<file path="src/rtl/uart_pkg.sv">
// uart_pkg: shared definitions for the parametrised UART.
//   uart_state_e : FSM state encoding used by both the RX and TX machines.
//   START_MID    : tick index at which the start bit is re-sampled (mid-bit).
//   BIT_TICKS    : oversample ticks per data/start/parity bit.
package uart_pkg;
  typedef enum logic [2:0] {
    IDLE   = 3'd0,
    START  = 3'd1,
    DATA   = 3'd2,
    PARITY = 3'd3,
    STOP   = 3'd4
  } uart_state_e;

  localparam int START_MID = 7;
  localparam int BIT_TICKS = 16;
endpackage

</file>
<file path="src/rtl/uart_param_if.sv">
// uart_param_if: host-side byte interface of uart_param.
//   master (host) drives : dvsr, par_en, par_odd, rd_uart, wr_uart, w_data, clr_ovr
//   slave  (uart) drives : tx_full, rx_empty, r_data, parity_err, frame_err, overrun_err
interface uart_param_if #(
  parameter int DBIT   = 8,
  parameter int DVSR_W = 11
);
  logic [DVSR_W-1:0] dvsr;
  logic              par_en;
  logic              par_odd;
  logic              rd_uart;
  logic              wr_uart;
  logic [DBIT-1:0]   w_data;
  logic              clr_ovr;
  logic              tx_full;
  logic              rx_empty;
  logic [DBIT-1:0]   r_data;
  logic              parity_err;
  logic              frame_err;
  logic              overrun_err;

  modport master (
    output dvsr, par_en, par_odd, rd_uart, wr_uart, w_data, clr_ovr,
    input  tx_full, rx_empty, r_data, parity_err, frame_err, overrun_err
  );

  modport slave (
    input  dvsr, par_en, par_odd, rd_uart, wr_uart, w_data, clr_ovr,
    output tx_full, rx_empty, r_data, parity_err, frame_err, overrun_err
  );
endinterface

</file>
<file path="src/rtl/uart_fifo.sv">
// uart_fifo: first-word fall-through FIFO, 2^FIFO_W entries of W bits.
//   clk, reset : clock, synchronous active-high reset
//   i_wr/i_wdata : push (ignored when full unless a pop happens the same cycle)
//   i_rd         : pop (ignored when empty)
//   o_rdata      : head entry, forced to 0 while empty
//   o_full/o_empty : occupancy flags
module uart_fifo #(
  parameter int W      = 8,
  parameter int FIFO_W = 2
) (
  input  logic         clk,
  input  logic         reset,
  input  logic         i_wr,
  input  logic         i_rd,
  input  logic [W-1:0] i_wdata,
  output logic [W-1:0] o_rdata,
  output logic         o_full,
  output logic         o_empty
);
  localparam int DEPTH = 1 << FIFO_W;

  logic [W-1:0]      r_mem [DEPTH];
  logic [FIFO_W-1:0] r_wptr, r_rptr;
  logic [FIFO_W:0]   r_cnt;
  logic              w_do_rd, w_do_wr;

  assign o_empty = (r_cnt == '0);
  assign o_full  = (r_cnt == (FIFO_W+1)'(DEPTH));
  // A pop frees a slot in the same cycle, so a full FIFO still accepts a push then.
  assign w_do_rd = i_rd & ~o_empty;
  assign w_do_wr = i_wr & (~o_full | w_do_rd);
  assign o_rdata = o_empty ? '0 : r_mem[r_rptr];

  always_ff @(posedge clk) begin
    if (reset) begin
      r_wptr <= '0;
      r_rptr <= '0;
      r_cnt  <= '0;
    end else begin
      if (w_do_wr) r_wptr <= r_wptr + 1'b1;
      if (w_do_rd) r_rptr <= r_rptr + 1'b1;
      case ({w_do_wr, w_do_rd})
        2'b10:   r_cnt <= r_cnt + 1'b1;
        2'b01:   r_cnt <= r_cnt - 1'b1;
        default: r_cnt <= r_cnt;
      endcase
    end
  end

  always_ff @(posedge clk) begin
    if (w_do_wr) r_mem[r_wptr] <= i_wdata;
  end
endmodule

</file>
<file path="src/rtl/uart_param.sv">
// uart_param: runtime-configurable UART (5-9 data bits, optional even/odd
// parity, SB_TICK-tick stop, baud divisor input) with TX/RX FIFOs.
//   clk, reset : clock, synchronous active-high reset
//   rx, tx     : serial pins, idle high
//   bus        : host byte interface (divisor/parity config, FIFO handshake,
//                per-entry parity/framing flags, sticky overrun)
module uart_param
  import uart_pkg::*;
#(
  parameter int DBIT    = 8,
  parameter int SB_TICK = 16,
  parameter int FIFO_W  = 2,
  parameter int DVSR_W  = 11
) (
  input  logic        clk,
  input  logic        reset,
  input  logic        rx,
  output logic        tx,
  uart_param_if.slave bus
);
  localparam int SW = (SB_TICK > BIT_TICKS) ? $clog2(SB_TICK) : $clog2(BIT_TICKS);
  localparam int NW = (DBIT > 1) ? $clog2(DBIT) : 1;
  localparam logic [SW-1:0] S_MID  = SW'(START_MID);
  localparam logic [SW-1:0] S_BIT  = SW'(BIT_TICKS - 1);
  localparam logic [SW-1:0] S_STOP = SW'(SB_TICK - 1);
  localparam logic [NW-1:0] N_LAST = NW'(DBIT - 1);

  // ---------------- baud generator ----------------
  // Divisor is latched at each wrap so a new value never truncates a period.
  logic [DVSR_W-1:0] r_baud_cnt, r_dvsr;
  logic              w_tick;

  assign w_tick = (r_baud_cnt == r_dvsr);

  always_ff @(posedge clk) begin
    if (reset || w_tick) begin
      r_baud_cnt <= '0;
      r_dvsr     <= bus.dvsr;
    end else begin
      r_baud_cnt <= r_baud_cnt + 1'b1;
    end
  end

  // ---------------- RX ----------------
  logic [1:0]      r_rx_sync;
  logic            w_rxd;
  uart_state_e     r_rx_state, w_rx_state;
  logic [SW-1:0]   r_rx_s, w_rx_s;
  logic [NW-1:0]   r_rx_n, w_rx_n;
  logic [DBIT-1:0] r_rx_b, w_rx_b;
  logic            r_rx_perr, w_rx_perr;
  logic            w_rx_done, w_rx_ferr, w_rx_push, w_rx_full, w_rx_empty;
  logic [DBIT+1:0] w_rx_head;
  logic            r_ovr;

  assign w_rxd = r_rx_sync[1];

  always_ff @(posedge clk) begin
    if (reset) begin
      r_rx_sync  <= 2'b11;
      r_rx_state <= IDLE;
      r_rx_s     <= '0;
      r_rx_n     <= '0;
      r_rx_b     <= '0;
      r_rx_perr  <= 1'b0;
    end else begin
      r_rx_sync  <= {r_rx_sync[0], rx};
      r_rx_state <= w_rx_state;
      r_rx_s     <= w_rx_s;
      r_rx_n     <= w_rx_n;
      r_rx_b     <= w_rx_b;
      r_rx_perr  <= w_rx_perr;
    end
  end

  always_comb begin
    w_rx_state = r_rx_state;
    w_rx_s     = r_rx_s;
    w_rx_n     = r_rx_n;
    w_rx_b     = r_rx_b;
    w_rx_perr  = r_rx_perr;
    w_rx_done  = 1'b0;
    w_rx_ferr  = 1'b0;
    case (r_rx_state)
      IDLE: if (!w_rxd) begin
        w_rx_state = START;
        w_rx_s     = '0;
      end
      START: if (w_tick) begin
        if (r_rx_s == S_MID) begin
          // Still low at mid start bit: real frame; otherwise a glitch.
          if (!w_rxd) begin
            w_rx_state = DATA;
            w_rx_s     = '0;
            w_rx_n     = '0;
            w_rx_perr  = 1'b0;
          end else begin
            w_rx_state = IDLE;
          end
        end else w_rx_s = r_rx_s + 1'b1;
      end
      DATA: if (w_tick) begin
        if (r_rx_s == S_BIT) begin
          w_rx_s = '0;
          w_rx_b = {w_rxd, r_rx_b[DBIT-1:1]};
          if (r_rx_n == N_LAST) w_rx_state = bus.par_en ? PARITY : STOP;
          else                  w_rx_n     = r_rx_n + 1'b1;
        end else w_rx_s = r_rx_s + 1'b1;
      end
      PARITY: if (w_tick) begin
        if (r_rx_s == S_BIT) begin
          w_rx_s     = '0;
          w_rx_perr  = (^r_rx_b) ^ w_rxd ^ bus.par_odd;
          w_rx_state = STOP;
        end else w_rx_s = r_rx_s + 1'b1;
      end
      STOP: if (w_tick) begin
        if (r_rx_s == S_STOP) begin
          w_rx_done  = 1'b1;
          w_rx_ferr  = ~w_rxd;
          w_rx_state = IDLE;
        end else w_rx_s = r_rx_s + 1'b1;
      end
      default: w_rx_state = IDLE;
    endcase
  end

  // A completed frame meeting a full FIFO is dropped, even if the host pops that cycle.
  assign w_rx_push = w_rx_done & ~w_rx_full;

  uart_fifo #(.W(DBIT+2), .FIFO_W(FIFO_W)) u_rx_fifo (
    .clk     (clk),
    .reset   (reset),
    .i_wr    (w_rx_push),
    .i_rd    (bus.rd_uart),
    .i_wdata ({w_rx_ferr, r_rx_perr, r_rx_b}),
    .o_rdata (w_rx_head),
    .o_full  (w_rx_full),
    .o_empty (w_rx_empty)
  );

  // Set has priority over clear so a same-cycle overrun is never lost.
  always_ff @(posedge clk) begin
    if (reset) r_ovr <= 1'b0;
    else       r_ovr <= (r_ovr & ~bus.clr_ovr) | (w_rx_done & w_rx_full);
  end

  assign {bus.frame_err, bus.parity_err, bus.r_data} = w_rx_head;
  assign bus.rx_empty    = w_rx_empty;
  assign bus.overrun_err = r_ovr;

  // ---------------- TX ----------------
  uart_state_e     r_tx_state, w_tx_state;
  logic [SW-1:0]   r_tx_s, w_tx_s;
  logic [NW-1:0]   r_tx_n, w_tx_n;
  logic [DBIT-1:0] r_tx_b, w_tx_b;
  logic            r_tx_par, w_tx_par;
  logic            r_tx, w_tx;
  logic            w_tx_pop, w_tx_full, w_tx_empty;
  logic [DBIT-1:0] w_tx_head;

  always_ff @(posedge clk) begin
    if (reset) begin
      r_tx_state <= IDLE;
      r_tx_s     <= '0;
      r_tx_n     <= '0;
      r_tx_b     <= '0;
      r_tx_par   <= 1'b0;
      r_tx       <= 1'b1;
    end else begin
      r_tx_state <= w_tx_state;
      r_tx_s     <= w_tx_s;
      r_tx_n     <= w_tx_n;
      r_tx_b     <= w_tx_b;
      r_tx_par   <= w_tx_par;
      r_tx       <= w_tx;
    end
  end

  // The line register follows the state by one cycle uniformly, so all bits keep equal length.
  always_comb begin
    w_tx_state = r_tx_state;
    w_tx_s     = r_tx_s;
    w_tx_n     = r_tx_n;
    w_tx_b     = r_tx_b;
    w_tx_par   = r_tx_par;
    w_tx       = r_tx;
    w_tx_pop   = 1'b0;
    case (r_tx_state)
      IDLE: begin
        w_tx = 1'b1;
        if (!w_tx_empty) begin
          w_tx_pop   = 1'b1;
          w_tx_b     = w_tx_head;
          w_tx_par   = (^w_tx_head) ^ bus.par_odd;
          w_tx_s     = '0;
          w_tx_state = START;
        end
      end
      START: begin
        w_tx = 1'b0;
        if (w_tick) begin
          if (r_tx_s == S_BIT) begin
            w_tx_s     = '0;
            w_tx_n     = '0;
            w_tx_state = DATA;
          end else w_tx_s = r_tx_s + 1'b1;
        end
      end
      DATA: begin
        w_tx = r_tx_b[0];
        if (w_tick) begin
          if (r_tx_s == S_BIT) begin
            w_tx_s = '0;
            w_tx_b = r_tx_b >> 1;
            if (r_tx_n == N_LAST) w_tx_state = bus.par_en ? PARITY : STOP;
            else                  w_tx_n     = r_tx_n + 1'b1;
          end else w_tx_s = r_tx_s + 1'b1;
        end
      end
      PARITY: begin
        w_tx = r_tx_par;
        if (w_tick) begin
          if (r_tx_s == S_BIT) begin
            w_tx_s     = '0;
            w_tx_state = STOP;
          end else w_tx_s = r_tx_s + 1'b1;
        end
      end
      STOP: begin
        w_tx = 1'b1;
        if (w_tick) begin
          if (r_tx_s == S_STOP) w_tx_state = IDLE;
          else                  w_tx_s     = r_tx_s + 1'b1;
        end
      end
      default: w_tx_state = IDLE;
    endcase
  end

  uart_fifo #(.W(DBIT), .FIFO_W(FIFO_W)) u_tx_fifo (
    .clk     (clk),
    .reset   (reset),
    .i_wr    (bus.wr_uart),
    .i_rd    (w_tx_pop),
    .i_wdata (bus.w_data),
    .o_rdata (w_tx_head),
    .o_full  (w_tx_full),
    .o_empty (w_tx_empty)
  );

  assign bus.tx_full = w_tx_full;
  assign tx          = r_tx;
endmodule
</file>
<file path="src/flat_wrapper.sv">
// flat-port wrapper written by rule: the top's interface ports become plain ports
module uart_param_flat import uart_pkg::*;
#(
  parameter int DBIT    = 8,
  parameter int SB_TICK = 16,
  parameter int FIFO_W  = 2,
  parameter int DVSR_W  = 11
)
  (clk, reset, rx, tx, bus_dvsr, bus_par_en, bus_par_odd, bus_rd_uart, bus_wr_uart, bus_w_data, bus_clr_ovr, bus_tx_full, bus_rx_empty, bus_r_data, bus_parity_err, bus_frame_err, bus_overrun_err);
  uart_param_if #(.DBIT(DBIT), .DVSR_W(DVSR_W)) bus_i ();
  input  logic clk;
  input  logic reset;
  input  logic rx;
  output logic tx;
  input wire logic [$bits(bus_i.dvsr)-1:0] bus_dvsr;
  input wire logic [$bits(bus_i.par_en)-1:0] bus_par_en;
  input wire logic [$bits(bus_i.par_odd)-1:0] bus_par_odd;
  input wire logic [$bits(bus_i.rd_uart)-1:0] bus_rd_uart;
  input wire logic [$bits(bus_i.wr_uart)-1:0] bus_wr_uart;
  input wire logic [$bits(bus_i.w_data)-1:0] bus_w_data;
  input wire logic [$bits(bus_i.clr_ovr)-1:0] bus_clr_ovr;
  output wire logic [$bits(bus_i.tx_full)-1:0] bus_tx_full;
  output wire logic [$bits(bus_i.rx_empty)-1:0] bus_rx_empty;
  output wire logic [$bits(bus_i.r_data)-1:0] bus_r_data;
  output wire logic [$bits(bus_i.parity_err)-1:0] bus_parity_err;
  output wire logic [$bits(bus_i.frame_err)-1:0] bus_frame_err;
  output wire logic [$bits(bus_i.overrun_err)-1:0] bus_overrun_err;
  assign bus_i.dvsr = bus_dvsr;
  assign bus_i.par_en = bus_par_en;
  assign bus_i.par_odd = bus_par_odd;
  assign bus_i.rd_uart = bus_rd_uart;
  assign bus_i.wr_uart = bus_wr_uart;
  assign bus_i.w_data = bus_w_data;
  assign bus_i.clr_ovr = bus_clr_ovr;
  assign bus_tx_full = bus_i.tx_full;
  assign bus_rx_empty = bus_i.rx_empty;
  assign bus_r_data = bus_i.r_data;
  assign bus_parity_err = bus_i.parity_err;
  assign bus_frame_err = bus_i.frame_err;
  assign bus_overrun_err = bus_i.overrun_err;
  uart_param #(.DBIT(DBIT), .SB_TICK(SB_TICK), .FIFO_W(FIFO_W), .DVSR_W(DVSR_W)) u_core (.clk(clk), .reset(reset), .rx(rx), .tx(tx), .bus(bus_i));
endmodule
</file>
<file path="config.mk">
export PLATFORM = sky130hd
export DESIGN_NAME = uart_param_flat
export DESIGN_NICKNAME = d
export VERILOG_FILES = /design/src/rtl/uart_pkg.sv /design/src/rtl/uart_param_if.sv /design/src/rtl/uart_fifo.sv /design/src/rtl/uart_param.sv /design/src/flat_wrapper.sv
export SDC_FILE = /design/constraint.sdc
export NUM_CORES = 1
export LEC_CHECK = 0
export ABC_AREA = 1
export BUFFER_PORTS_ARGS = -buffer_cell sky130_fd_sc_hd__clkbuf_2
export CAP_MARGIN = 20
export CORE_ASPECT_RATIO = 1.2
export CORE_MARGIN = 2
export CORE_UTILIZATION = 50
export CTS_CLUSTER_DIAMETER = 200
export DETAILED_ROUTE_END_ITERATION = 16
export GPL_ROUTABILITY_DRIVEN = 0
export PLACE_DENSITY = 0.71
export SLEW_MARGIN = 20
export SYNTH_ARGS = -nofsm -noshare
export SYNTH_HDL_FRONTEND = slang
export SYNTH_SLANG_ARGS = --single-unit
</file>
<file path="constraint.sdc">
create_clock -name clk -period 4.17 [get_ports clk]
set_clock_uncertainty 0.2 [all_clocks]
set_input_delay 0.417 -clock clk [delete_from_list [all_inputs] [get_ports clk]]
set_output_delay 0.417 -clock clk [all_outputs]
set_load 0.02 [all_outputs]
</file>
Word-level counts from Yosys, hierarchy flattened --
Memory sizes are Yosys's and may differ from the RTL's. A register that Yosys moved wholly into a read port is not among the register bits. Index checks and enable logic that the tools add are counted.
Storage, ports and cells: register bits after elaboration 78, RAM bits 72, bits of input ports 27, output and inout bits 14, logic and storage cells 211, memories 2
Memory list:
- u_core.u_rx_fifo.r_mem | depth 4, width 10, read ports 1, clocked after memory_dff 1, wr ports 1, RTL line uart_fifo.sv:22 | logic [W-1:0] r_mem [DEPTH];
- u_core.u_tx_fifo.r_mem | depth 4, width 8, read ports 1, clocked after memory_dff 1, wr ports 1, RTL line uart_fifo.sv:22
Operators by class: $add $sub $neg 13, equal/unequal tests 47, multiplexer cells 80, bitwise logic cells 19, reductions and logical operators 29
Operators with widths (number):
- 2-to-1 mux 3 bit | 30
- 2-to-1 mux 4 bit | 12
- inequality test 2 x 1 -> 1 bit (second input constant) | 20
- 2-to-1 mux 8 bit | 4
- one-hot mux 3 bit (5 select lines) | 2
- one-hot mux 3 bit (2 select lines) | 4
- AND reduction 10 bit | 2
- equality test 3 bit (second input constant) | 6
- 2-to-1 mux 1 bit | 17
- one-hot mux 4 bit (4 select lines) | 1
- one-hot mux 8 bit (2 select lines) | 1
- XOR reduction 8 bit | 2
- inequality test 2 bit (second input constant) | 7
- adder 3 x 1 -> 3 bit (second input constant) | 4
- equality test 3 x 2 -> 1 bit (second input constant) | 4
- zero test 3 bit | 4
- one-hot mux 4 bit (3 select lines) | 1
- AND reduction 6 bit | 2
- nonzero test 2 bit | 6
- adder 11 x 1 -> 11 bit (second input constant) | 1
- equality test 11 bit | 1
- 2-to-1 mux 10 bit | 1
- 2-to-1 mux 2 bit | 5
- AND reduction 5 bit | 2
- other kinds (23) | 49

Logic depth before layout (Yosys ltp) --
Gate-level depths: netlist of run 1.
depth in word-level cells 8, mapped depth 16, gate-level depth less buffers 16

Modules after synthesis --
Synthesis of run 1 repeated with hierarchy kept, for this count alone.
Unflattened totals: cell total of the unflattened synthesis 857, area, all modules 7344.5 um^2
Modules (own cells, without submodules):
- uart_param | instances 1, cells an instance 497, area each 3490.8 um^2, sequential area each 1391.3 um^2
- uart_fifo at u_core.u_rx_fifo | instances 1, cells an instance 192, area each 2097.0 um^2, sequential area each 1381.3 um^2
- uart_fifo at u_core.u_tx_fifo | instances 1, cells an instance 168, area each 1756.7 um^2, sequential area each 1141.1 um^2

Worst setup path after synthesis of run 1 --
OpenSTA, ideal clock, no wires.
path kind register to register, from register u_core.r_dvsr[4], to register u_core.u_rx_fifo.r_cnt[1], library setup time 0.065 ns, data arrival time 2.233 ns, data required time 3.905 ns, path slack 1.672 ns, stages on the path, launching flop included 14, path buffers 0, clock period less this slack 2.498 ns, cell sequence edfxtp_1 -> xor2_1 -> nor3_2 -> nand2_4 -> nor2_8 -> nand2_1 -> nor2_2 -> inv_1 -> ha_1 -> inv_1 -> fa_1 -> nor2_1 -> a21oi_1 -> nor2_1
Between the ends: longest elaborated chain between the ends 7, elaborated cells on any way between the ends 9, classes of those cells 3 x eq/ne; 3 x mux; 2 x bitwise; 1 x reduce/logical
RTL lines:
- start: declaration | RTL line uart_param.sv:30 | logic [DVSR_W-1:0] r_baud_cnt, r_dvsr;
- start signal: assignment | RTL line uart_param.sv:38 | r_dvsr <= bus.dvsr;
- equality test 11 bit * | RTL line uart_param.sv:33 | assign w_tick = (r_baud_cnt == r_dvsr);
- 2-to-1 mux 1 bit * | RTL line uart_param.sv:117 | STOP: if (w_tick) begin
- 2-to-1 mux 1 bit * | RTL line uart_param.sv:84 | case (r_rx_state)
- AND 1 bit * | RTL line uart_param.sv:129 | assign w_rx_push = w_rx_done & ~w_rx_full;
- AND 1 bit * | RTL line uart_fifo.sv:31 | assign w_do_wr = i_wr & (~o_full | w_do_rd);
- equality test 2 x 1 -> 1 bit / equality test 2 bit (equally long branches) | RTL line uart_fifo.sv:42 | case ({w_do_wr, w_do_rd})
- one-hot mux 3 bit (2 select lines) / nonzero test 2 bit (equally long branches)
- end signal: assignment | RTL line uart_fifo.sv:43 | 2'b10: r_cnt <= r_cnt + 1'b1;
- end signal: assignment | RTL line uart_fifo.sv:44 | 2'b01: r_cnt <= r_cnt - 1'b1;
- end signal: assignment | RTL line uart_fifo.sv:45 | default: r_cnt <= r_cnt;
- end: declaration | RTL line uart_fifo.sv:24 | logic [FIFO_W:0] r_cnt;
Every way passes the cells marked *; elsewhere a longest branch is shown, timed or not. A chain may end at the register's enable or synchronous reset.

Worst setup path in the final report of run 1 --
from register u_core.r_dvsr[2], to register u_core.u_rx_fifo.r_cnt[1]
Same word-level chain as after synthesis.

==> results of run 1 <==
stage by stage:
stage / power (uW) / hold slack (ns) / std cells / util
after global placement: 3175 / 0.1916 / 995 / 0.5358
after detailed placement: 3190 / 0.2026 / 995 / 0.5358
after global routing: 4967 / 0.005481 / 1039 / 0.5852
final: 4650 / 0.01588 / 1039 / 0.5852
after CTS: 4669 / 0.00001604 / 1039 / 0.5852
after floorplan: 2948 / 0.1895 / 803 / -
cell type report:
class	instances	area [um^2]	area share
inverter	81	304.0	0.03760
clock buffer	21	440.4	0.05446
timing repair buffer	55	342.8	0.04240
sequential	154	3914	0.4840
multi-input combinational	546	2750	0.3401
tap	171	214.0	0.02646
clock inverter	11	121.4	0.01501
state kept, by name, summed over array words and instances, names as in the netlist, named ones only:
name / cells
u_core.bus.overrun_err: 1
u_core.r_baud_cnt: 11
u_core.r_dvsr: 11
u_core.r_rx_b: 8
u_core.r_rx_n: 3
u_core.r_rx_perr: 1
u_core.r_rx_s: 4
u_core.r_rx_state: 3
u_core.r_rx_sync: 2
u_core.r_tx_b: 8
u_core.r_tx_n: 3
u_core.r_tx_par: 1
u_core.r_tx_s: 4
u_core.r_tx_state: 3
u_core.tx: 1
u_core.u_rx_fifo.r_cnt: 3
u_core.u_rx_fifo.r_mem: 40
u_core.u_rx_fifo.r_rptr: 2
u_core.u_rx_fifo.r_wptr: 2
u_core.u_tx_fifo.r_cnt: 3
u_core.u_tx_fifo.r_mem: 32
u_core.u_tx_fifo.r_rptr: 2
u_core.u_tx_fifo.r_wptr: 2
layout by cell type (no fill, tap or decap), types with 4 or more instances in the layout:
cell type      netlist  routed
xnor2_1             12      12
or2_2                5       5
a21oi_1             58      58
nor3b_1              5       5
dfxtp_1             71      71
clkinv_2             0       4
clkbuf_16            0      17
inv_2                6       6
clkbuf_2             0      40
nor2_2               9       9
nand2_1            155     155
clkbuf_1            13       4
dlygate4sd3_1        0      12
inv_1               74      74
nor3_1               7       7
nor2_1             117     117
o21ai_1              4       4
xor2_1              15      15
nand3_1             51      51
o21ai_0             67      67
edfxtp_1            83      83
ha_1                16      16
power by group through the flow:
stage | logic, uW | clock network, uW | registers (uW)
floorplan | 1100 | 0 | 1840
global placement | 1310 | 0 | 1870
detailed placement | 1320 | 0 | 1870
CTS | 1340 | 1490 | 1840
global route | 1560 | 1550 | 1860
finish | 1340 | 1470 | 1840
per-layer routing:
metal | vias up | global-route usage | share of wire
met1 | 2375 | 0.2079 | 0.43
met5 | - | 0 | 0
li1 | 2764 | - | -
met2 | 70 | 0.3476 | 0.54
met3 | 7 | 0.04112 | 0.027
met4 | 0 | 0.06504 | 0.0084
worst paths after layout:
| path | startpoint | to | slack, ns | depth (start not counted) |
|---|---|---|---|---|
| max reg2reg | u_core.r_dvsr[2]$_DFFE_PP_ | u_core.u_rx_fifo.r_cnt[1]$_SDFFE_PP0P_ | 1.28 | 14 |
| min | bus_w_data[7] | u_core.u_tx_fifo.r_mem[1][7]$_DFFE_PP_ | 0.02 | 1 |
| min reg2reg | u_core.r_rx_sync[0]$_SDFF_PP1_ | u_core.r_rx_sync[1]$_SDFF_PP1_ | 0.21 | 1 |
| max | u_core.r_dvsr[2]$_DFFE_PP_ | u_core.u_rx_fifo.r_cnt[1]$_SDFFE_PP0P_ | 1.28 | 14 |
kinds of logic (layout without fill, tap and decap cells):
logic type      Yosys count  count (layout)  share of synthesized area
xor+xnor                 27              27                    0.03342
buf+inv                 103             168                    0.05818
fa+ha+maj                18              18                    0.03395
compound gates          141             141                     0.1042
flops                   154             154                     0.5531
simple gates            360             360                     0.2172
==> impl_metrics.tcl, run 1 <==
set metrics [dict create \
    grt_pass1_vias 4946 \
    antenna_found_initial 0 \
    dp_hpwl_mm 9.372 \
    synth_area_um2 7076 \
    placed_cell_area_um2 7405 \
    cts-root-buf "clkbuf_16" \
    synthTopCellsByArea "edfxtp_1 35%, dfxtp_1 20%, nand2_1 8.2%" \
    critPathArrivalTime_ns 3.04 \
    coreArea_um2 13820 \
    drc 0 \
    p_int_uw 3066 \
    cts_hold_buf 12 \
    fin_crit_sh 0.6938 \
    tritoncts "done" \
    setup_viol 0 \
    status "complete, no violations" \
    rsz0062_at_grt "false" \
    wl_mm 13.83 \
    crit_chain "xnor2_1, nand2_1, nor3_2, nand2_4, nor2_8, nand2_1, nor2_2, inv_1, ha_1, inv_1, fa_1, nor2_1, a21oi_1, nor2_1" \
    portBuffers 40 \
    wire_per_inst_um 13.31 \
    drtIter0Drc 306 \
    synth-seq-cells 154 \
    seq_power_share 0.395 \
    drtAntennaViolNets 0 \
    tightest_slew_ns 0.8087 \
    synth_edf_count 83 \
    hold_viol 0 \
    critPathKind "reg2reg" \
    swShare 0.3407 \
    grt_max_degree 42 \
    p_switching_uw 1584 \
    fp.dieH_um 134.3 \
    dr.pass1.iters 4 \
    avgViaCountPerCell 5.020 \
    hp-class "in2reg" \
    clkTransAtPathRegs_ns 0.06 \
    startpoint_type "flip-flop" \
    fin_ws_ns 1.277 \
    area_delta_synth_final_pct 14.29 \
    p_comb_frac 0.289 \
    grt-ovfl-total 0 \
    slew_violations 0 \
    yosysSeqAreaShare 0.5531 \
    yosysUniqueCellTypes 38 \
    grtUsageTotal 0.1865 \
    yosys.cell_count.top_type "nand2_1" \
    clockBufferDepth 2 \
    num_antenna_cells 0 \
    grt_pass1_wl_mm 22.38 \
    num-fill-cells 1173 \
    path_max_fanout 10 \
    synth_fp_nets 848 \
    drive_above_1_share 0.1164 \
    pwr-share-clk 0.316 \
    critPathTopFamily "simple AND/OR/NAND/NOR gates" \
    synthArstFlopShare 0 \
    h-tree-depth 4 \
    peakVddDrop_v 0.0004121 \
    vias 5216 \
    fmax_mhz 345.6 \
    start_util 0.5120 \
    setup.worst_path.end_class "flip-flop" \
    die_area_um2 15120 \
    place_ws_ns 1.375 \
    cts_inserted_buffers 17 \
    p_per_area_nw_per_um2 575.1 \
    synth_flop_cell "edfxtp_1" \
    critPathMaxStageDelay_ns 0.45 \
    critPathRequiredTime_ns 4.32 \
    yosys_warnings 0 \
    cts_resized 0 \
    cp_num_buf_inv 2 \
    avgSynthCellArea_um2 8.811 \
    final_area_um2 8087 \
    fp.dieW_um 112.6 \
    clock-sinks 154 \
    synth_top_area_share 0.3523 \
    syn_inst 803 \
    synth_top_cell_by_area "edfxtp_1" \
    fin_nets 900 \
    p_leak_uw 0.003357 \
    post_cts_buffers 0 \
    ios 41 \
    clock_latency_ns 0.41 \
    cp_slowest_cell "fa_1" \
    max_cap_violations 0 \
    period_needed_ns 2.893 \
    relSlewSlack 0.4589 \
    rows 47 \
    fin_tns_setup_ns 0 \
    synth_commonest_cells "155 x nand2_1, 117 x nor2_1, 83 x edfxtp_1" \
]
Note: power is estimated with default switching activity, not from simulation.
==> run 2, diff against run 1 <==
--- a/config.mk
+++ b/config.mk
@@ -5,7 +5,7 @@
 export SDC_FILE = /design/constraint.sdc
 export NUM_CORES = 1
 export LEC_CHECK = 0
-export ABC_AREA = 1
+export ABC_AREA = 0
 export BUFFER_PORTS_ARGS = -buffer_cell sky130_fd_sc_hd__clkbuf_2
 export CAP_MARGIN = 20
 export CORE_ASPECT_RATIO = 1.2
@@ -14,7 +14,7 @@
 export CTS_CLUSTER_DIAMETER = 200
 export DETAILED_ROUTE_END_ITERATION = 16
 export GPL_ROUTABILITY_DRIVEN = 0
-export PLACE_DENSITY = 0.71
+export PLACE_DENSITY = 0.72
 export SLEW_MARGIN = 20
 export SYNTH_ARGS = -nofsm -noshare
 export SYNTH_HDL_FRONTEND = slang
==> constraint.sdc (replaced) <==
create_clock -name clk -period 2.7 [get_ports clk]
set_clock_uncertainty 0.2 [all_clocks]
set_input_delay 0.27 -clock clk [delete_from_list [all_inputs] [get_ports clk]]
set_output_delay 0.27 -clock clk [all_outputs]
set_load 0.02 [all_outputs]
==> impl_metrics.tcl, run 2 <==
set metrics [dict create \
    vias 4412 \
    synth_fp_nets 603 \
    ios 41 \
    reg2reg_from "u_core.r_dvsr[5]$_DFFE_PP_" \
    die_area_um2 14430 \
    wire_per_inst_um 15.39 \
    fp.dieW_um 110.0 \
    clkTransAtPathRegs_ns 0.07 \
    synth_edf_count 83 \
    grt_pass1_wl_mm 21.31 \
    dr.pass1.iters 4 \
    clockBufferDepth 2 \
    drtAntennaViolNets 0 \
    period_needed_ns 2.696 \
    tightest_slew_ns 0.5393 \
    mostFrequentLayoutCell "edfxtp_1" \
    synth_commonest_cells "83 x edfxtp_1, 76 x nor2_1, 71 x dfxtp_1" \
    grtUsageTotal 0.1907 \
    final_core_util 0.6254 \
    whs_path_depth 2 \
    slew_violations 0 \
    synth_area_um2 6743 \
    synthArstFlopShare 0 \
    regMostFlops "u_core.u_rx_fifo.r_mem" \
    start_util 0.5116 \
    antenna_found_initial 0 \
    clock-sinks 154 \
    dp_hpwl_mm 8.565 \
    cts_inserted_buffers 17 \
    path_max_fanout 2 \
    hp-class "in2reg" \
    avgSynthCellArea_um2 12.08 \
    grt_pass1_vias 4441 \
    fin_crit_sh 0.9984 \
    fin_total_pwr_uw 6498 \
    avgViaCountPerCell 5.303 \
    relSlewSlack 0.6404 \
    drtIter0Drc 302 \
    yosysUniqueCellTypes 58 \
    synth_top_cell_by_area "edfxtp_1" \
    p_per_area_nw_per_um2 788.3 \
    fin_nets 696 \
    critPathArrivalTime_ns 2.85 \
    grt-ovfl-total 0 \
    yosys.cell_count.top_type "edfxtp_1" \
    cts-root-buf "clkbuf_16" \
    synthTopCellsByArea "edfxtp_1 37%, dfxtp_1 21%, mux4_2 5.0%" \
    hold_end "u_core.r_tx_s[1]$_SDFFE_PP0P_" \
    rrSetupSlack_ns 0.004 \
    yosysSeqAreaShare 0.5804 \
    largest_register_ffs 40 \
    critPathKind "reg2reg" \
    h-tree-depth 4 \
    final_cell_mix "83 x edfxtp_1, 75 x nor2_1, 71 x dfxtp_1" \
    drive_above_1_share 0.2199 \
    setup_viol 0 \
    top_regs "u_core.u_rx_fifo.r_mem x40, u_core.u_tx_fifo.r_mem x32" \
    hold_viol 0 \
    fmax_mhz 371.0 \
    max_cap_violations 0 \
    synth_flop_cell "edfxtp_1" \
    startpoint_type "flip-flop" \
    drc 0 \
    synth_top_area_share 0.3696 \
    r2r_cells 12 \
    setup.worst_path.end_class "flip-flop" \
    hp-start "reset" \
    num_antenna_cells 0 \
    grt_max_degree 24 \
    num-fill-cells 1007 \
    synth-seq-cells 154 \
    area_delta_synth_final_pct 22.25 \
    wl_mm 12.81 \
    critPathRequiredTime_ns 2.85 \
    p_leak_uw 0.003059 \
    peakVddDrop_v 0.0005939 \
    fp.dieH_um 131.2 \
    rsz0062_at_grt "true" \
    yosys_warnings 0 \
    tritoncts "done" \
    r2r_end "u_core.u_rx_fifo.r_cnt[2]$_SDFFE_PP0P_" \
    rows 46 \
    startpoint "u_core.r_dvsr[5]$_DFFE_PP_" \
    syn_inst 558 \
    coreArea_um2 13180 \
    status "complete, no violations" \
    portBuffers 40 \
    clock_latency_ns 0.42 \
]
## run 2: changes by cell type in the layout (fill, tap and decap cells not counted), moves of 35 or more
cell	previous run	this run
nor2_1	117	75
a21oi_1	58	23
nand2_1	155	22
inv_1	74	15
nand3_1	51	14
o21ai_0	67	8
## run 2: what timing repair did
item	in CTS	in global routing
setup endpoints to repair	1	16
hold buffers	21	0
setup buffers	2	0
pin swaps	7	10
resized for setup	2	8
endpoints found under the hold margin	45	0
## run 2: layout make-up
cell class	instances	area [um^2]	share of cell area
clock buffer	17	425.4	0.05161
multi-input combinational	362	2719	0.3298
sequential	154	3914	0.4748
inverter	17	63.81	0.007741
timing repair buffer	99	745.7	0.09047
clock inverter	15	165.2	0.02004
tap	168	210.2	0.02550
## run 2: per-stage QoR
stage                     cells  worst slack [ns]  hold slack [ns]  TNS [ns]  area, um^2
after global routing        832           -0.1876          0.08760   -0.3226        8243
final                       832          0.004412          0.07069         0        8243
after global placement      777           0.02979           0.1961         0        7386
after CTS                   832          -0.05332          0.06120  -0.05644        8204
after detailed placement    777          -0.04074           0.2029  -0.04074        7386
after floorplan             558          -0.04513           0.1597  -0.04513        6759
## run 2: where the power goes
group | switching [uW] | internal [uW]
Combinational | 733 | 656
Sequential | 109 | 2640
Clock | 979 | 1380
## run 2: cell families (layout without fill, tap and decap cells)
kind of cell	after synthesis	after routing	share of synthesized area
buffers and inverters	42	148	0.02468
XOR/XNOR	46	46	0.06179
multiplexers	33	33	0.08443
AND/OR/NAND/NOR	199	199	0.1475
adder cells (fa/ha/maj)	18	18	0.03563
AO/OA/AOI/OAI	66	66	0.06551
flip-flops	154	154	0.5804
## run 2: layer usage
layer	global-route usage	vias up	wire length, um
met2	0.3265	82	6850
met5	0	-	0
li1	-	2200	-
met4	0.05977	0	87
met1	0.2333	2123	5464
met3	0.04663	7	406
## run 2: worst max path at each step
stage,end,slack [ns]
final,u_core.u_rx_fifo.r_cnt[2]$_SDFFE_PP0P_,0.004
after global placement,u_core.u_rx_fifo.r_cnt[2]$_SDFFE_PP0P_,0.03
after detailed placement,u_core.u_rx_fifo.r_cnt[2]$_SDFFE_PP0P_,-0.04
after CTS,u_core.u_rx_fifo.r_cnt[2]$_SDFFE_PP0P_,-0.05
after floorplan,u_core.u_rx_fifo.r_cnt[2]$_SDFFE_PP0P_,-0.05
after global routing,u_core.u_rx_fifo.r_cnt[2]$_SDFFE_PP0P_,-0.19
## run 2: critical path: stages (launching register included)
cell,delay [ns]
edfxtp_1,0.38
xor2_1,0.18
nor4_2,0.33
nand4_1,0.16
or2_4,0.28
a21oi_4,0.12
inv_2,0.06
ha_4,0.15
inv_2,0.05
fa_2,0.21
xor2_2,0.08
or3_1,0.30
a21oi_1,0.14
==> run 3, diff against run 2 <==
--- a/config.mk
+++ b/config.mk
@@ -8,7 +8,6 @@
 export ABC_AREA = 0
 export BUFFER_PORTS_ARGS = -buffer_cell sky130_fd_sc_hd__clkbuf_2
 export CAP_MARGIN = 20
-export CORE_ASPECT_RATIO = 1.2
 export CORE_MARGIN = 2
 export CORE_UTILIZATION = 50
 export CTS_CLUSTER_DIAMETER = 200
==> impl_metrics.tcl, run 3 (synthesized netlist as in run 2, its figures left out) <==
set metrics [dict create \
    relSlewSlack 0.6357 \
    fmax_mhz 359.8 \
    final_core_util 0.6233 \
    h-tree-depth 4 \
    wl_mm 12.34 \
    fp.dieH_um 120.1 \
    dr.pass1.iters 4 \
    swShare 0.2897 \
    critPathKind "reg2reg" \
    violations "negative setup slack" \
    rows 42 \
    setup_viol 2 \
    cp_slowest_cell "edfxtp_1" \
    drtAntennaViolNets 0 \
    crit_top_cell "xor2_1" \
    fin_total_pwr_uw 6349 \
    placed_cell_area_um2 7373 \
    regMostFlops "u_core.u_rx_fifo.r_mem" \
    slew_violations 0 \
    coreArea_um2 13190 \
    grt_pass1_wl_mm 20.64 \
    startpoint_type "flip-flop" \
    fin_tns_setup_ns -0.1051 \
    cts-root-buf "clkbuf_16" \
    cp_num_buf_inv 3 \
    vias 4502 \
    place_ws_ns -0.1904 \
    drtIter0Drc 262 \
    num_antenna_cells 0 \
    top_regs "u_core.u_rx_fifo.r_mem x40, u_core.u_tx_fifo.r_mem x32" \
    peakVddDrop_v 0.0005258 \
    grtUsageTotal 0.1843 \
    max_cap_violations 0 \
    grt-ovfl-total 0 \
    fp.dieW_um 120.1 \
    die_area_um2 14430 \
    period_needed_ns 2.780 \
    tritoncts "done" \
    tightest_slew_ns 0.5445 \
    path_max_fanout 2 \
    pwr-share-clk 0.341 \
    largest_register_ffs 40 \
    p_comb_frac 0.227 \
    portBuffers 40 \
    avgViaCountPerCell 5.340 \
    crit_chain "xor2_1, nor4_2, buf_4, nand4_1, or2_4, a21oi_4, inv_1, ha_2, inv_2, fa_2, xor2_1, or3_1, a21oi_2" \
    clock-sinks 154 \
    p_switching_uw 1839 \
    p_per_area_nw_per_um2 772.2 \
    critPathMaxStageDelay_ns 0.39 \
    grt_max_degree 27 \
    area_delta_synth_final_pct 21.93 \
    rrSetupSlack_ns -0.08 \
    p_leak_uw 0.003034 \
    clkTransAtPathRegs_ns 0.06 \
    fin_crit_sh 1.030 \
    drive_above_1_share 0.2219 \
    ios 41 \
    fin_nets 699 \
    mostFrequentLayoutCell "edfxtp_1" \
    antenna_found_initial 0 \
    critPathRequiredTime_ns 2.87 \
    wire_per_inst_um 14.64 \
    hold_viol 0 \
    final_area_um2 8222 \
    drc 0 \
    setup.worst_path.end_class "flip-flop" \
    final_cell_mix "83 x edfxtp_1, 76 x nor2_1, 71 x dfxtp_1" \
    critPathTopFamily "simple AND/OR/NAND/NOR gates" \
    hp-class "in2reg" \
    clock_latency_ns 0.43 \
    seq_power_share 0.432 \
    status "complete, but fails checks" \
    fin_ws_ns -0.07966 \
    critPathArrivalTime_ns 2.95 \
    p_int_uw 4510 \
    start_util 0.5112 \
    rsz0062_at_grt "true" \
    cts_inserted_buffers 17 \
    grt_pass1_vias 4421 \
    dp_hpwl_mm 8.410 \
    clockBufferDepth 2 \
]
run 3: cell types whose count changed in the layout (fill, tap and decap cells not counted), sizes merged:
cell,previous run,this run
buf,38,40
bufinv,2,0
dlygate4sd3,21,22
clkinv,5,4
clkbuf,57,58
inv,24,23
clkinvlp,1,4
run 3: path summary, 6_finish.rpt:
check	start	endpoint	cells after the start
min reg2reg	u_core.r_rx_sync[0]$_SDFF_PP1_	u_core.r_rx_sync[1]$_SDFF_PP1_	1
min	bus_par_en	u_core.r_tx_state[0]$_SDFFE_PP0P_	3
max reg2reg	u_core.r_dvsr[2]$_DFFE_PP_	u_core.u_rx_fifo.r_cnt[2]$_SDFFE_PP0P_	13
max	u_core.r_dvsr[2]$_DFFE_PP_	u_core.u_rx_fifo.r_cnt[2]$_SDFFE_PP0P_	13
run 3: worst min-delay path: stages:
cell,delay (ns)
clkbuf_2,0.12
a311oi_1,0.22
a2111oi_0,0.09
run 3: area by class of cell:
type / count / area [um^2]
clock buffer: 18 / 429.2
clock inverter: 14 / 113.9
fill: 1013 / 4969
inverter: 17 / 63.81
multi-input combinational: 362 / 2710
sequential: 154 / 3914
tap: 176 / 220.2
timing repair buffer: 102 / 770.7
run 3: through the flow:
step	instances	hold slack, ns
after floorplan	558	0.1597
after global placement	782	0.1955
after detailed placement	782	0.1941
after CTS	840	0.09430
after global routing	843	0.1385
final	843	0.1203
run 3: layer usage:
layer,vias up,wire [um],global-route usage
li1,2208,-,-
met4,0,227,0.07647
met2,76,6449,0.3263
met3,19,413,0.04658
met5,-,0,0
met1,2199,5252,0.2119
run 3: what timing repair did:
item                                    4_1_cts  5_1_grt
cloned                                        0        0
buffers inserted                              4        3
endpoints found under the setup margin        2       51
hold buffers                                 22        0
pin swaps                                     6        4
gates resized for setup                       3        7
endpoints found under the hold margin        46        0
run 3: power groups by stage:
stage	combinational, uW	sequential, uW	clock [uW]
5_1_grt	1600	2760	2310
2_1_floorplan	1090	2750	0
3_3_place_gp	1300	2780	0
6_report	1440	2740	2170
3_5_place_dp	1340	2790	0
4_1_cts	1400	2740	2210
